===== src/rtl/mem_arb_if.sv =====
// Bus bundle between the two requesters, the shared memory crossbar and mem_arb.
// The master side drives requests and crossbar read data; the slave side is the arbiter.
interface mem_arb_if #(
  parameter int ADDR_W = 30,
  parameter int DATA_W = 32
);
  logic                  i_p0_req;
  logic [ADDR_W-1:0]     i_p0_addr;
  logic [DATA_W-1:0]     i_p0_data;
  logic [DATA_W/8-1:0]   i_p0_mask;
  logic                  i_p0_wren;
  logic                  o_p0_gnt;
  logic                  o_p0_rvalid;
  logic [DATA_W-1:0]     o_p0_rdata;

  logic                  i_p1_req;
  logic [ADDR_W-1:0]     i_p1_addr;
  logic [DATA_W-1:0]     i_p1_data;
  logic [DATA_W/8-1:0]   i_p1_mask;
  logic                  i_p1_wren;
  logic                  o_p1_gnt;
  logic                  o_p1_rvalid;
  logic [DATA_W-1:0]     o_p1_rdata;

  logic                  o_mem_en;
  logic [ADDR_W-1:0]     o_mem_addr;
  logic [DATA_W-1:0]     o_mem_data;
  logic [DATA_W/8-1:0]   o_mem_mask;
  logic                  o_mem_wren;
  logic [DATA_W-1:0]     i_mem_data;

  modport master (
    output i_p0_req, i_p0_addr, i_p0_data, i_p0_mask, i_p0_wren,
    output i_p1_req, i_p1_addr, i_p1_data, i_p1_mask, i_p1_wren,
    output i_mem_data,
    input  o_p0_gnt, o_p0_rvalid, o_p0_rdata,
    input  o_p1_gnt, o_p1_rvalid, o_p1_rdata,
    input  o_mem_en, o_mem_addr, o_mem_data, o_mem_mask, o_mem_wren
  );

  modport slave (
    input  i_p0_req, i_p0_addr, i_p0_data, i_p0_mask, i_p0_wren,
    input  i_p1_req, i_p1_addr, i_p1_data, i_p1_mask, i_p1_wren,
    input  i_mem_data,
    output o_p0_gnt, o_p0_rvalid, o_p0_rdata,
    output o_p1_gnt, o_p1_rvalid, o_p1_rdata,
    output o_mem_en, o_mem_addr, o_mem_data, o_mem_mask, o_mem_wren
  );
endinterface


===== src/rtl/mem_arb.sv =====
// Two-port round-robin arbiter onto one memory crossbar port. Grants are zero-cycle;
// read data is steered back to its owner one cycle after the grant.
module mem_arb #(
  parameter int ADDR_W = 30,
  parameter int DATA_W = 32
) (
  input logic      i_clk,
  input logic      i_rst_n,
  mem_arb_if.slave bus
);
  localparam int MASK_W = DATA_W / 8;

  logic gnt0_s;
  logic gnt1_s;
  logic sel_wren_s;
  logic last_r;       // 1: port 1 was granted most recently
  logic last_nxt_s;
  logic pend_r;       // a read response arrives this cycle
  logic pend_nxt_s;
  logic owner_r;      // port that owns the pending response
  logic owner_nxt_s;

  // Arbitration: a lone requester wins, contention goes to the port not granted last.
  always_comb begin
    gnt0_s = 1'b0;
    gnt1_s = 1'b0;
    if (!i_rst_n) begin
      gnt0_s = 1'b0;
      gnt1_s = 1'b0;
    end else begin
      case ({bus.i_p1_req, bus.i_p0_req})
        2'b01:   gnt0_s = 1'b1;
        2'b10:   gnt1_s = 1'b1;
        2'b11: begin
          gnt0_s = last_r;
          gnt1_s = ~last_r;
        end
        default: begin
          gnt0_s = 1'b0;
          gnt1_s = 1'b0;
        end
      endcase
    end
  end

  // Next-state: remember the winner and whether a read response is owed next cycle.
  always_comb begin
    last_nxt_s  = last_r;
    pend_nxt_s  = 1'b0;
    owner_nxt_s = owner_r;
    sel_wren_s  = 1'b0;
    if (gnt1_s) begin
      sel_wren_s = bus.i_p1_wren;
    end else begin
      sel_wren_s = bus.i_p0_wren;
    end
    if (gnt0_s || gnt1_s) begin
      last_nxt_s  = gnt1_s;
      pend_nxt_s  = ~sel_wren_s;
      owner_nxt_s = gnt1_s;
    end else begin
      last_nxt_s  = last_r;
      pend_nxt_s  = 1'b0;
      owner_nxt_s = owner_r;
    end
  end

  // State registers; reset leaves port 1 as last winner so port 0 takes the first contention.
  always_ff @(posedge i_clk or negedge i_rst_n) begin
    if (!i_rst_n) begin
      last_r  <= 1'b1;
      pend_r  <= 1'b0;
      owner_r <= 1'b0;
    end else begin
      last_r  <= last_nxt_s;
      pend_r  <= pend_nxt_s;
      owner_r <= owner_nxt_s;
    end
  end

  // Outputs: request mux toward memory and response steering back to the owner.
  always_comb begin
    bus.o_p0_gnt    = gnt0_s;
    bus.o_p1_gnt    = gnt1_s;
    bus.o_mem_en    = gnt0_s | gnt1_s;
    bus.o_mem_addr  = {ADDR_W{1'b0}};
    bus.o_mem_data  = {DATA_W{1'b0}};
    bus.o_mem_mask  = {MASK_W{1'b0}};
    bus.o_mem_wren  = 1'b0;
    bus.o_p0_rvalid = 1'b0;
    bus.o_p1_rvalid = 1'b0;
    bus.o_p0_rdata  = {DATA_W{1'b0}};
    bus.o_p1_rdata  = {DATA_W{1'b0}};
    if (gnt1_s) begin
      bus.o_mem_addr = bus.i_p1_addr;
      bus.o_mem_data = bus.i_p1_data;
      bus.o_mem_mask = bus.i_p1_mask;
      bus.o_mem_wren = bus.i_p1_wren;
    end else if (gnt0_s) begin
      bus.o_mem_addr = bus.i_p0_addr;
      bus.o_mem_data = bus.i_p0_data;
      bus.o_mem_mask = bus.i_p0_mask;
      bus.o_mem_wren = bus.i_p0_wren;
    end else begin
      bus.o_mem_wren = 1'b0;
    end
    if (pend_r && owner_r) begin
      bus.o_p1_rvalid = 1'b1;
      bus.o_p1_rdata  = bus.i_mem_data;
    end else if (pend_r) begin
      bus.o_p0_rvalid = 1'b1;
      bus.o_p0_rdata  = bus.i_mem_data;
    end else begin
      bus.o_p0_rvalid = 1'b0;
    end
  end
endmodule

===== src/flat_wrapper.sv =====
// flat-port wrapper written by rule: the top's interface ports become plain ports
module mem_arb_flat 
#(
  parameter int ADDR_W = 30,
  parameter int DATA_W = 32
)
  (i_clk, i_rst_n, bus_i_p0_req, bus_i_p0_addr, bus_i_p0_data, bus_i_p0_mask, bus_i_p0_wren, bus_i_p1_req, bus_i_p1_addr, bus_i_p1_data, bus_i_p1_mask, bus_i_p1_wren, bus_i_mem_data, bus_o_p0_gnt, bus_o_p0_rvalid, bus_o_p0_rdata, bus_o_p1_gnt, bus_o_p1_rvalid, bus_o_p1_rdata, bus_o_mem_en, bus_o_mem_addr, bus_o_mem_data, bus_o_mem_mask, bus_o_mem_wren);
  mem_arb_if #(.ADDR_W(ADDR_W), .DATA_W(DATA_W)) bus_i ();
  input logic i_clk;
  input logic i_rst_n;
  input wire logic [$bits(bus_i.i_p0_req)-1:0] bus_i_p0_req;
  input wire logic [$bits(bus_i.i_p0_addr)-1:0] bus_i_p0_addr;
  input wire logic [$bits(bus_i.i_p0_data)-1:0] bus_i_p0_data;
  input wire logic [$bits(bus_i.i_p0_mask)-1:0] bus_i_p0_mask;
  input wire logic [$bits(bus_i.i_p0_wren)-1:0] bus_i_p0_wren;
  input wire logic [$bits(bus_i.i_p1_req)-1:0] bus_i_p1_req;
  input wire logic [$bits(bus_i.i_p1_addr)-1:0] bus_i_p1_addr;
  input wire logic [$bits(bus_i.i_p1_data)-1:0] bus_i_p1_data;
  input wire logic [$bits(bus_i.i_p1_mask)-1:0] bus_i_p1_mask;
  input wire logic [$bits(bus_i.i_p1_wren)-1:0] bus_i_p1_wren;
  input wire logic [$bits(bus_i.i_mem_data)-1:0] bus_i_mem_data;
  output wire logic [$bits(bus_i.o_p0_gnt)-1:0] bus_o_p0_gnt;
  output wire logic [$bits(bus_i.o_p0_rvalid)-1:0] bus_o_p0_rvalid;
  output wire logic [$bits(bus_i.o_p0_rdata)-1:0] bus_o_p0_rdata;
  output wire logic [$bits(bus_i.o_p1_gnt)-1:0] bus_o_p1_gnt;
  output wire logic [$bits(bus_i.o_p1_rvalid)-1:0] bus_o_p1_rvalid;
  output wire logic [$bits(bus_i.o_p1_rdata)-1:0] bus_o_p1_rdata;
  output wire logic [$bits(bus_i.o_mem_en)-1:0] bus_o_mem_en;
  output wire logic [$bits(bus_i.o_mem_addr)-1:0] bus_o_mem_addr;
  output wire logic [$bits(bus_i.o_mem_data)-1:0] bus_o_mem_data;
  output wire logic [$bits(bus_i.o_mem_mask)-1:0] bus_o_mem_mask;
  output wire logic [$bits(bus_i.o_mem_wren)-1:0] bus_o_mem_wren;
  assign bus_i.i_p0_req = bus_i_p0_req;
  assign bus_i.i_p0_addr = bus_i_p0_addr;
  assign bus_i.i_p0_data = bus_i_p0_data;
  assign bus_i.i_p0_mask = bus_i_p0_mask;
  assign bus_i.i_p0_wren = bus_i_p0_wren;
  assign bus_i.i_p1_req = bus_i_p1_req;
  assign bus_i.i_p1_addr = bus_i_p1_addr;
  assign bus_i.i_p1_data = bus_i_p1_data;
  assign bus_i.i_p1_mask = bus_i_p1_mask;
  assign bus_i.i_p1_wren = bus_i_p1_wren;
  assign bus_i.i_mem_data = bus_i_mem_data;
  assign bus_o_p0_gnt = bus_i.o_p0_gnt;
  assign bus_o_p0_rvalid = bus_i.o_p0_rvalid;
  assign bus_o_p0_rdata = bus_i.o_p0_rdata;
  assign bus_o_p1_gnt = bus_i.o_p1_gnt;
  assign bus_o_p1_rvalid = bus_i.o_p1_rvalid;
  assign bus_o_p1_rdata = bus_i.o_p1_rdata;
  assign bus_o_mem_en = bus_i.o_mem_en;
  assign bus_o_mem_addr = bus_i.o_mem_addr;
  assign bus_o_mem_data = bus_i.o_mem_data;
  assign bus_o_mem_mask = bus_i.o_mem_mask;
  assign bus_o_mem_wren = bus_i.o_mem_wren;
  mem_arb #(.ADDR_W(ADDR_W), .DATA_W(DATA_W)) u_core (.i_clk(i_clk), .i_rst_n(i_rst_n), .bus(bus_i));
endmodule

===== config.mk =====
export PLATFORM = sky130hd
export DESIGN_NAME = mem_arb_flat
export DESIGN_NICKNAME = d
export VERILOG_FILES = /design/src/rtl/mem_arb_if.sv /design/src/rtl/mem_arb.sv /design/src/flat_wrapper.sv
export SDC_FILE = /design/constraint.sdc
export NUM_CORES = 1
export LEC_CHECK = 0
export BUFFER_PORTS_ARGS = -buffer_cell sky130_fd_sc_hd__buf_2
export CORE_AREA = 2 2 120 122
export DETAILED_ROUTE_END_ITERATION = 12
export DIE_AREA = 0 0 122 124
export PLACE_DENSITY_LB_ADDON = 0.05
export REMOVE_ABC_BUFFERS = 1
export SLEW_MARGIN = 25
export SYNTH_ARGS = -nofsm -noshare
export SYNTH_HDL_FRONTEND = slang
export SYNTH_SLANG_ARGS = --single-unit

===== constraint.sdc =====
create_clock -name i_clk -period 1.5 [get_ports i_clk]
set_input_delay 0.075 -clock i_clk [delete_from_list [all_inputs] [get_ports i_clk]]
set_output_delay 0.075 -clock i_clk [all_outputs]
set_load 0.05 [all_outputs]

==> summary.txt, run 1 <==
Synth area leader: o32ai_2
Reg2reg start: u_core.last_r$_DFFE_PN1P_
Antenna fix cells: 0
# fillers: 1,431
Total GRT Usage: 14.7%
Status: complete, but fails checks
Post-synthesis cell area: 2550 sq um
Vias in the first global route: 3,563
Sequential share of the synthesized area: 3.00%
Slew Limit Fails: 0
PD cells: 613 nW/um^2
RSZ-0062 raised after global routing: yes
Antenna violations before repair: 0
CTS clock-pin slew for the worst setup and hold paths: 30 ps
Final Routed Wirelength: 12.5 mm
Clock buffer depth: 2
Core Region: 13,700 sq um
Post-synthesis cell type count: 17
CTS sink count: 3
Leakage: 2.64 nW
Worst min path class: primary input to flip-flop
Synthesized flop and latch total: 3
Share of the synthesized area in the top cell type: 43.4%
Avg Cell Area, Syn: 6.92 sq um
Total power: 0.00326 W
Die ar.: 15,100 sq um
Yosys warns: 0
DR vias: 3,741
Slew HR: 76.9%
CTS buffer count: 3
Clk root buf: clkbuf_16
Final WS setup: -129 ps
R2R Setup Slk: 150 ps
Kind of critical path: flip-flop to output port
DP Wirelength: 9.25 mm
Max Used Layer: met4
FMAX: 0.614 GHz
Critical path required time: 1420 ps
Antenna viol nets, final: 0
Worst vdd ir: 0.403 mV
Area grow syn2layout: 109%
Largest net degree at the start of global routing: 88
Worst R2R Path Depth: 5
Placer Congestion: 0.790
Final Cell Area: 5330 sq um
Synth top area cells: o32ai_2 43%, nand2_1 25%, and3_1 7.9%
Final hold vios: 0
Post-synthesis cell count: 368
CTS tree: yes
Hold Path Stages: 3
Global-route wire length before repair: 17.6 mm
Critical Path Source Type: flip-flop
Minimum clock period: 1630 ps
Nets: 824
Critical Path AT: 1550 ps
Row count: 43
Die X: 122 microns
Final period util: 109%
Slew @ Worst Pin: 346 ps
Met2 wire length: 6.82 mm
Max cap viols: 0
Final Setup Violations: 68
Vias per Instance: 4.49
Starting Density: 18.6%
Routed wl met3: 1.33 mm
Share of post-route cells with drive strength above 1: 62.5%
M1 WL: 4.21 mm
Reg2reg end: u_core.pend_r$_DFF_PN0_
Hold EP: u_core.pend_r$_DFF_PN0_
H-tree depth: 1
Post-route DRC: 0
Clk_skew: 0.930 ps
CP endpoint kind: output port
Placement Cell Area: 4280 sq um
Pre-Repair DR Iteration Count: 4
Initial DRC Count: 98
Port bufs: 305
Die H: 124 microns
Failing checks: setup timing
Hold path start: bus_i_p0_wren
Clock latency on the worst-skew pair: 220 ps
Total grt overflow: 0
DR WL/cell: 15.0 microns
Max FO, Critical Path: 20
IO Count: 306
==> state kept, by name, indices dropped and copies added, names as in the netlist <==
signal / cells
u_core.last_r: 1
u_core.owner_r: 1
u_core.pend_r: 1
==> where the power goes <==
part	switching, W	leakage, nW	internal [W]
Combinational	0.00167	2.56	0.00106
Sequential	0.0000140	0.0354	0.0000974
Clock	0.0000735	0.0382	0.000351
Total	0.00176	2.64	0.00151
==> timing repair <==
action / in CTS / in global routing
resized for setup: 154 / 10
hold buffers: 2 / 0
cloned: 4 / 4
buffers inserted: 3 / 1
endpoints found under the hold margin: 2 / 0
pin swaps: 7 / 3
endpoints found under the setup margin: 69 / 69
==> routing by layer <==
| metal | vias to the layer above | global-route usage (%) |
|---|---|---|
| li1 | 1872 | - |
| met1 | 1668 | 13.9 |
| met2 | 191 | 30.3 |
| met3 | 10 | 4.76 |
| met4 | 0 | 3.16 |
| met5 | - | 0 |
==> worst max path at each step <==
stage                                    from  slack [ps]                 end  cells after the start
CTS                 u_core.last_r$_DFFE_PN1P_        -130  bus_o_mem_data[13]                      4
floorplan           u_core.last_r$_DFFE_PN1P_       -4460        bus_o_p0_gnt                      2
global placement    u_core.last_r$_DFFE_PN1P_           5   bus_o_mem_mask[1]                      4
detailed placement  u_core.last_r$_DFFE_PN1P_         -20   bus_o_mem_mask[1]                      4
finish              u_core.last_r$_DFFE_PN1P_        -130  bus_o_mem_data[22]                      4
global route        u_core.last_r$_DFFE_PN1P_        -170  bus_o_mem_addr[14]                      4
==> layout by cell type, fill, tap and decap left out <==
master	count
a21bo_4	1
dfrtp_1	2
a22o_1	1
nor2_1	35
and2_1	1
nor2_2	1
nand2b_1	2
and3_1	32
inv_2	1
clkbuf_1	1
o32ai_4	24
nor2b_1	1
buf_16	5
buf_2	235
nor2b_4	1
dlygate4sd3_1	2
nand2_1	167
o32ai_2	44
buf_12	15
buf_6	67
o2bb2ai_1	1
clkbuf_16	7
clkinv_2	1
dfstp_2	1
buf_4	5
==> stage by stage <==
step / hold slack, ps / TNS, ps / cells / setup WS (ps) / util, %
finish: 159 / -7290 / 833 / -129 / 38.8
detailed placement: 77.1 / -17.4 / 815 / -17.4 / 31.2
floorplan: -221 / -312500 / 316 / -4460 / -
global placement: 69.9 / 0 / 815 / 5.31 / 31.2
CTS: 162 / -7420 / 828 / -130 / 37.3
global route: 174 / -10140 / 833 / -167 / 38.8
==> final cells by class <==
type	instances	area [sq um]	area share, %
inverters	2	8.76	0.164
multi-input cells	311	2410	45.3
repair buffers	333	2530	47.4
well taps	180	225	4.23
clock buffers	4	78.8	1.48
flip-flops and latches	3	76.3	1.43
==> critical path: stages, from the launching register on <==
cell,delay [ps]
dfstp_2,560
nor2b_4,90
buf_12,180
o32ai_2,280
buf_6,200
==> kinds of logic after synthesis <==
logic type / Yosys count / synth area share, %
AO/OA/AOI/OAI: 71 / 44.5
AND/OR/NAND/NOR: 240 / 39.0
buffers and inverters: 54 / 13.5
flip-flops: 3 / 3.00
==> cells in the mapped netlist <==
cell / n
nand2_1: 167
and3_1: 32
nand2b_1: 2
nor2b_1: 2
nor2_1: 36
o2bb2ai_1: 1
buf_2: 25
a22o_1: 1
dfstp_2: 1
dfrtp_1: 2
o32ai_2: 68
and2_1: 1
a21bo_2: 1
clkbuf_1: 8
inv_2: 2
buf_4: 9
buf_6: 10
(Power assumes the default switching activity.)
==> inputs of run 2 (changes only) <==
--- a/config.mk
+++ b/config.mk
@@ -6,9 +6,10 @@
 export NUM_CORES = 1
 export LEC_CHECK = 0
 export BUFFER_PORTS_ARGS = -buffer_cell sky130_fd_sc_hd__buf_2
-export CORE_AREA = 2 2 120 122
+export CORE_AREA = 2 2 118 120
+export CTS_BUF_LIST = sky130_fd_sc_hd__clkbuf_4 sky130_fd_sc_hd__clkbuf_8
 export DETAILED_ROUTE_END_ITERATION = 12
-export DIE_AREA = 0 0 122 124
+export DIE_AREA = 0 0 120 122
 export PLACE_DENSITY_LB_ADDON = 0.05
 export REMOVE_ABC_BUFFERS = 1
 export SLEW_MARGIN = 25
==> run 2 against run 1 <==
  * The flow still finishes with violations (setup timing)
  * Routed wire length grew 2.4%
  * Clock power shrank 41%
  * Die area shrank 3.2%
  * Non-clock buffer count grew 1
  * Fmax shrank 0.79%
  * Clock-buffer cell count is the same
==> summary.txt, run 2 (synthesized netlist as in run 1, its figures left out) <==
CTS buffer count: 3 (unchanged)
Global-route wire length before repair: 17.2 mm (-2.7%)
Share of post-route cells with drive strength above 1: 62.7% (+0.21 points)
IO Count: 306 (unchanged)
Largest net degree at the start of global routing: 67 (-24%)
DR vias: 3,808 (+1.8%)
Starting Density: 18.9% (+0.30 points)
Slew Limit Fails: 0 (unchanged)
Leakage: 2.64 nW (+0.18%)
Worst min path class: primary input to asynchronous set/reset pin
Worst vdd ir: 0.246 mV (-39%)
Routed wl met3: 1.24 mm (-6.3%)
DR WL/cell: 15.4 microns (+2.3%)
Kind of critical path: flip-flop to output port
CTS tree: yes
Critical Path Source Type: flip-flop
Failing checks: setup timing
Total grt overflow: 0 (unchanged)
Final hold vios: 0 (unchanged)
Die H: 122 microns (-1.6%)
Post-route DRC: 0 (unchanged)
CTS sink count: 3 (unchanged)
Clock buffer depth: 2 (unchanged)
Antenna fix cells: 0 (unchanged)
Area grow syn2layout: 114%
Clk_skew: 1.21 ps (+0.282 ps)
Die X: 120 microns (-1.6%)
Clock latency on the worst-skew pair: 210 ps (about the same)
Final Setup Violations: 69 (+1.5%)
FMAX: 0.609 GHz (-0.79%)
Core Region: 13,500 sq um (-1.6%)
Total GRT Usage: 14.2% (-0.47 points)
Commonest non-fill, non-tap cell in the layout: buf_2
Vias per Instance: 4.57 (+1.7%)
Met2 wire length: 6.75 mm (-1.0%)
Pre-Repair DR Iteration Count: 4 (unchanged)
CTS clock-pin slew for the worst setup and hold paths: 30 ps (about the same)
Slew HR: 54.3% (-23 points)
# fillers: 1,374 (-4.0%)
Initial DRC Count: 108 (+10%)
Max cap viols: 0 (unchanged)
Antenna violations before repair: 0 (unchanged)
Max FO, Critical Path: 13 (-35%)
Final Routed Wirelength: 12.8 mm (+2.4%)
Critical path required time: 1420 ps (about the same)
Antenna viol nets, final: 0 (unchanged)
Max Used Layer: met4
Final hold slack: 134 ps (-24.7 ps)
DP Wirelength: 9.09 mm (-1.8%)
Minimum clock period: 1640 ps (+13.0 ps)
Slew @ Worst Pin: 685 ps (+339 ps)
Status: complete, but fails checks
Top flop regs: u_core.last_r: 1 flops, u_core.owner_r: 1 flops, u_core.pend_r: 1 flops
Clk root buf: clkbuf_8
PD cells: 585 nW/um^2 (-4.6%)
M1 WL: 4.58 mm (+8.8%)
Register area: 76.3 sq um (unchanged)
Critical Path AT: 1570 ps (+20 ps)
Setup TNS Final: -8130 ps (-842 ps)
Final period util: 109% (+0.86 points)
Final design utilization: 40.4% (+1.6 points)
Die ar.: 14,600 sq um (-3.2%)
CP endpoint kind: output port
H-tree depth: 1 (unchanged)
Port bufs: 305 (unchanged)
Nets: 825 (+0.12%)
Row count: 43 (unchanged)
Most frequent cells in the layout: 235 x buf_2, 167 x nand2_1, 72 x buf_6
Final WS setup: -142 ps (-13.0 ps)
RSZ-0062 raised after global routing: yes
Multi-input gate area: 2590 sq um (+7.4%)
Vias in the first global route: 3,465 (-2.8%)
R2R Setup Slk: 230 ps (+80 ps)
Placer Congestion: 0.759 (-4.0%)
## run 2: changes by cell type in the layout (fill, tap and decap cells not counted), sizes merged
cell | before | now
buf | 327 | 326
clkbuf | 8 | 10
dlygate4sd3 | 2 | 1
bufbuf | 0 | 1
## run 2: final cells by class
| cell class | count | share of cell area [%] |
|---|---|---|
| tap | 180 | 4.13 |
| inverter | 2 | 0.160 |
| sequential | 3 | 1.40 |
| clock buffer | 4 | 0.894 |
| multi-input combinational | 311 | 47.5 |
| timing repair buffer | 334 | 45.9 |
## run 2: stage by stage
stage	setup slack, ps	area, sq um	std cells	total power (W)
after global placement	22.9	4260	818	0.00231
after global routing	-202	5460	834	0.00335
final	-142	5460	834	0.00319
after CTS	-127	4850	825	0.00286
after floorplan	-4460	2210	316	0.00156
after detailed placement	24.8	4260	818	0.00232
## run 2: final timing paths
kind / from / cells past startpoint / end
worst max-delay path: u_core.last_r$_DFFE_PN1P_ / 4 / bus_o_mem_mask[1]
worst max register to register: u_core.last_r$_DFFE_PN1P_ / 3 / u_core.pend_r$_DFF_PN0_
worst min-delay path: i_rst_n / 2 / u_core.last_r$_DFFE_PN1P_
min in group i_clk: bus_i_p0_wren / 3 / u_core.pend_r$_DFF_PN0_
max in group asynchronous: i_rst_n / 2 / u_core.pend_r$_DFF_PN0_
worst min register to register: u_core.owner_r$_DFFE_PN0P_ / 1 / u_core.owner_r$_DFFE_PN0P_
## run 2: what timing repair did
item | 4_1_cts | 5_1_grt
buffers inserted | 1 | 0
hold endpoints to repair | 2 | 0
resized for setup | 136 | 46
setup endpoints to repair | 69 | 69
cloned | 1 | 9
pin swaps | 0 | 6
hold buffers | 1 | 0
## run 2: critical path, cell delays in order (launching register included)
cell and delay (ps):
dfstp_2 570, nor2b_4 110, buf_12 180, o32ai_2 290, buf_6 200
## run 2: power breakdown
| part | internal (W) | switching, W | leakage [nW] |
|---|---|---|---|
| clock network | 0.000199 | 0.0000519 | 0.0262 |
| logic | 0.00109 | 0.00174 | 2.58 |
| registers | 0.0000975 | 0.0000147 | 0.0354 |
| total | 0.00138 | 0.00181 | 2.64 |
## run 2: layer usage
metal	up-vias	track usage [%]
met4	0	3.46
met5	-	0
met3	16	4.21
met1	1714	14.3
met2	203	28.2
li1	1875	-
==> inputs of run 3 (changes only) <==
--- a/config.mk
+++ b/config.mk
@@ -5,11 +5,12 @@
 export SDC_FILE = /design/constraint.sdc
 export NUM_CORES = 1
 export LEC_CHECK = 0
+export ABC_AREA = 1
 export BUFFER_PORTS_ARGS = -buffer_cell sky130_fd_sc_hd__buf_2
-export CORE_AREA = 2 2 118 120
+export CORE_AREA = 2 2 117 119
 export CTS_BUF_LIST = sky130_fd_sc_hd__clkbuf_4 sky130_fd_sc_hd__clkbuf_8
 export DETAILED_ROUTE_END_ITERATION = 12
-export DIE_AREA = 0 0 120 122
+export DIE_AREA = 0 0 119 121
 export PLACE_DENSITY_LB_ADDON = 0.05
 export REMOVE_ABC_BUFFERS = 1
 export SLEW_MARGIN = 25
==> run 3 against run 2 <==
  * The flow still finishes with violations (setup timing)
  * Clock power increased by 2%
  * Synthesized area decreased by 44%
  * Total power decreased by 27%
  * Sequential power decreased by 12%
  * Register-to-register slack improved by 180 ps
  * Combinational power decreased by 31%
  * Global-route usage decreased by 1.1 points
  * First-iteration DRC count decreased by 51%
  * Fmax increased by 6.7%
  * Clock-buffer cell count unchanged
  * Critical path type unchanged
  * Largest cell class is now buffers
==> summary.txt, run 3 <==
Status: complete, but fails checks
Failing checks: setup timing
Die H: 121 microns (-0.82%)
Worst R2R Path Depth: 5 (+2)
Final Setup Violations: 61 (-12%)
Synth async-reset ratio: 100% (unchanged)
Share of the synthesized area in the top cell type: 54.8% (+11 points)
Count leader, synth: nand2_1
Register area: 76.3 sq um (unchanged)
Vias per Instance: 3.75 (-18%)
Post-synth EDFFs: 0 (unchanged)
FMAX: 0.650 GHz (+6.7%)
Final design utilization: 31.5% (-8.9 points)
Critical Path AT: 1460 ps (-110 ps)
Top flop regs: u_core.last_r: 1 flops, u_core.owner_r: 1 flops, u_core.pend_r: 1 flops
Pre-Repair DR Iteration Count: 4 (unchanged)
# fillers: 1,476 (+7.4%)
Max FO, Critical Path: 12 (-1)
Die X: 119 microns (-0.83%)
Yosys warns: 0 (unchanged)
Worst vdd ir: 0.240 mV (-2.3%)
CTS tree: yes
CTS sink count: 3 (unchanged)
Largest net degree at the start of global routing: 34 (-49%)
Final Routed Wirelength: 10.5 mm (-18%)
DP Wirelength: 8.40 mm (-7.6%)
Placed Cells: 811 (-0.86%)
Hold Path Stages: 4
Clk root buf: clkbuf_8
Worst min path class: primary input to flip-flop
H-tree depth: 1 (unchanged)
Critical Path Source Type: flip-flop
Clock latency on the worst-skew pair: 220 ps (about the same)
Starting Density: 10.8% (-8.0 points)
R2R Setup Slk: 410 ps (+180 ps)
Leading cell types by count after synthesis: 207 x nand2_1, 65 x nor2_1, 38 x inv_1
Slew HR: 78.6% (+24 points)
Total GRT Usage: 13.1% (-1.1 points)
Area grow syn2layout: 191%
Hold EP: u_core.pend_r$_DFF_PN0_
Initial DRC Count: 53 (-51%)
Avg Cell Area, Syn: 4.15 sq um (-40%)
Hold path start: bus_i_p1_wren
Clk_skew: 3.69 ps (+2.48 ps)
DR vias: 3,092 (-19%)
Row count: 42 (-2.3%)
Antenna viol nets, final: 0 (unchanged)
Sequential share of the synthesized area: 5.38% (+2.4 points)
Minimum clock period: 1540 ps (-103 ps)
Antenna violations before repair: 2 (+2)
Reg2reg end: u_core.owner_r$_DFFE_PN0P_
Place WS: -12.9 ps (-37.7 ps)
Final period util: 103% (-6.9 points)
Most frequent cells in the layout: 235 x buf_2, 167 x nand2_1, 65 x nor2_1
CP endpoint kind: output port
Slew @ Worst Pin: 320 ps (-365 ps)
Post-synthesis cell count: 342 (-7.1%)
Max cap viols: 0 (unchanged)
Final hold vios: 0 (unchanged)
Multi-input gate area: 1240 sq um (-52%)
CTS buffer count: 3 (unchanged)
Setup TNS Final: -977 ps (+7150 ps)
Port bufs: 305 (unchanged)
DR WL/cell: 12.7 microns (-17%)
Post-route DRC: 0 (unchanged)
Cell Count, Final, Fillers Out: 825 (-1.1%)
Share of post-route cells with drive strength above 1: 57.3% (-5.4 points)
Final WS setup: -39.4 ps (+103 ps)
Dominant synthesized flop cell: dfrtp_1
PD cells: 561 nW/um^2 (-4.0%)
Commonest non-fill, non-tap cell in the layout: buf_2
Synthesized flop and latch total: 3 (unchanged)
Critical path required time: 1420 ps (about the same)
Die ar.: 14,400 sq um (-1.6%)
Total grt overflow: 0 (unchanged)
Nets: 819 (-0.73%)
CTS clock-pin slew for the worst setup and hold paths: 30 ps (about the same)
Global-route wire length before repair: 14.8 mm (-13%)
RSZ-0062 raised after global routing: yes
Core Region: 13,100 sq um (-3.1%)
Reg2reg start: u_core.last_r$_DFFE_PN1P_
Slew Limit Fails: 0 (unchanged)
Placer Congestion: 0.809 (+6.7%)
Post-synthesis cell area: 1420 sq um (-44%)
Vias in the first global route: 2,881 (-17%)
Post-synthesis cell type count: 14 (-3)
Leakage: 2.72 nW (+2.8%)
IO Count: 306 (unchanged)
Clock buffer depth: 2 (unchanged)
Kind of critical path: flip-flop to output port
Synth top area cells: nand2_1 55%, nor2_1 17%, inv_1 10%
Synth area leader: nand2_1
==> run 3: cell count changes in the layout (fill, tap and decap cells not counted), sizes merged, moves of 3 or more <==
cell / change
clkbuf: -5
nand2: +41
and3: -32
nor2: +29
inv: +39
o21ai: +3
o32ai: -68
buf: -6
==> run 3: report_power, final <==
group	internal, W	switching, W
registers	0.0000933	0.00000529
clock network	0.000200	0.0000565
logic	0.000700	0.00126
total	0.000993	0.00132
==> run 3: area by class of cell <==
cell class / count / share of cell area [%]
Tap cell: 176 / 5.34
Antenna cell: 1 / 0.0606
Timing Repair Buffer: 322 / 57.4
Sequential cell: 3 / 1.85
Clock buffer: 4 / 1.18
Inverter: 41 / 4.15
Multi-Input combinational cell: 278 / 30.0
==> run 3: per-layer routing <==
metal	vias to the layer above	routed length, microns	GRT usage (%)
met2	188	5880	27.7
met1	1300	3360	11.8
met5	-	13	0
met3	12	1100	4.46
li1	1590	-	-
met4	2	145	2.53
==> run 3: cells by family (layout without fill, tap and decap cells) <==
group                  after synthesis  count (layout)  share of synthesized area [%]
and+or+nand+nor                    274             274                           72.8
buffers and inverters               61             367                           20.4
AOI/OAI and AO/OA                    4               4                           1.41
DFF                                  3               3                           5.38
other                                0               1                              0
==> run 3: how the worst max path moves through the flow <==
stage | start | to | slack (ps) | cells after the start
after floorplan | u_core.last_r$_DFFE_PN1P_ | bus_o_mem_addr[0] | -380 | 6
after global placement | u_core.last_r$_DFFE_PN1P_ | bus_o_mem_data[1] | -10 | 8
after detailed placement | u_core.last_r$_DFFE_PN1P_ | bus_o_mem_data[14] | -10 | 8
after CTS | u_core.last_r$_DFFE_PN1P_ | bus_o_mem_addr[0] | -150 | 9
after global routing | u_core.last_r$_DFFE_PN1P_ | bus_o_mem_addr[15] | -130 | 8
final | u_core.last_r$_DFFE_PN1P_ | bus_o_mem_addr[9] | -40 | 8
==> run 3: repair_timing <==
action,CTS,global route
hold endpoints to repair,3,0
pin swaps,10,7
resized for setup,190,20
setup buffers,3,3
cloned,5,1
hold buffers,1,0
setup endpoints to repair,68,69
==> run 3: stage by stage <==
| step | cell area (sq um) | hold slack (ps) | total power [W] |
|---|---|---|---|
| floorplan | 1280 | -221 | 0.00113 |
| global placement | 3290 | -110 | 0.00175 |
| detailed placement | 3290 | -110 | 0.00175 |
| CTS | 4110 | 162 | 0.00234 |
| global route | 4130 | 168 | 0.00244 |
| finish | 4130 | 168 | 0.00232 |
==> run 3: critical path, stage by stage (launching register included) <==
cell and delay (ps):
dfstp_2 530, inv_2 40, nand2_2 60, nand2_4 70, clkinv_8 90, buf_12 140, nand2_1 70, nand2_2 90
buf_12 140
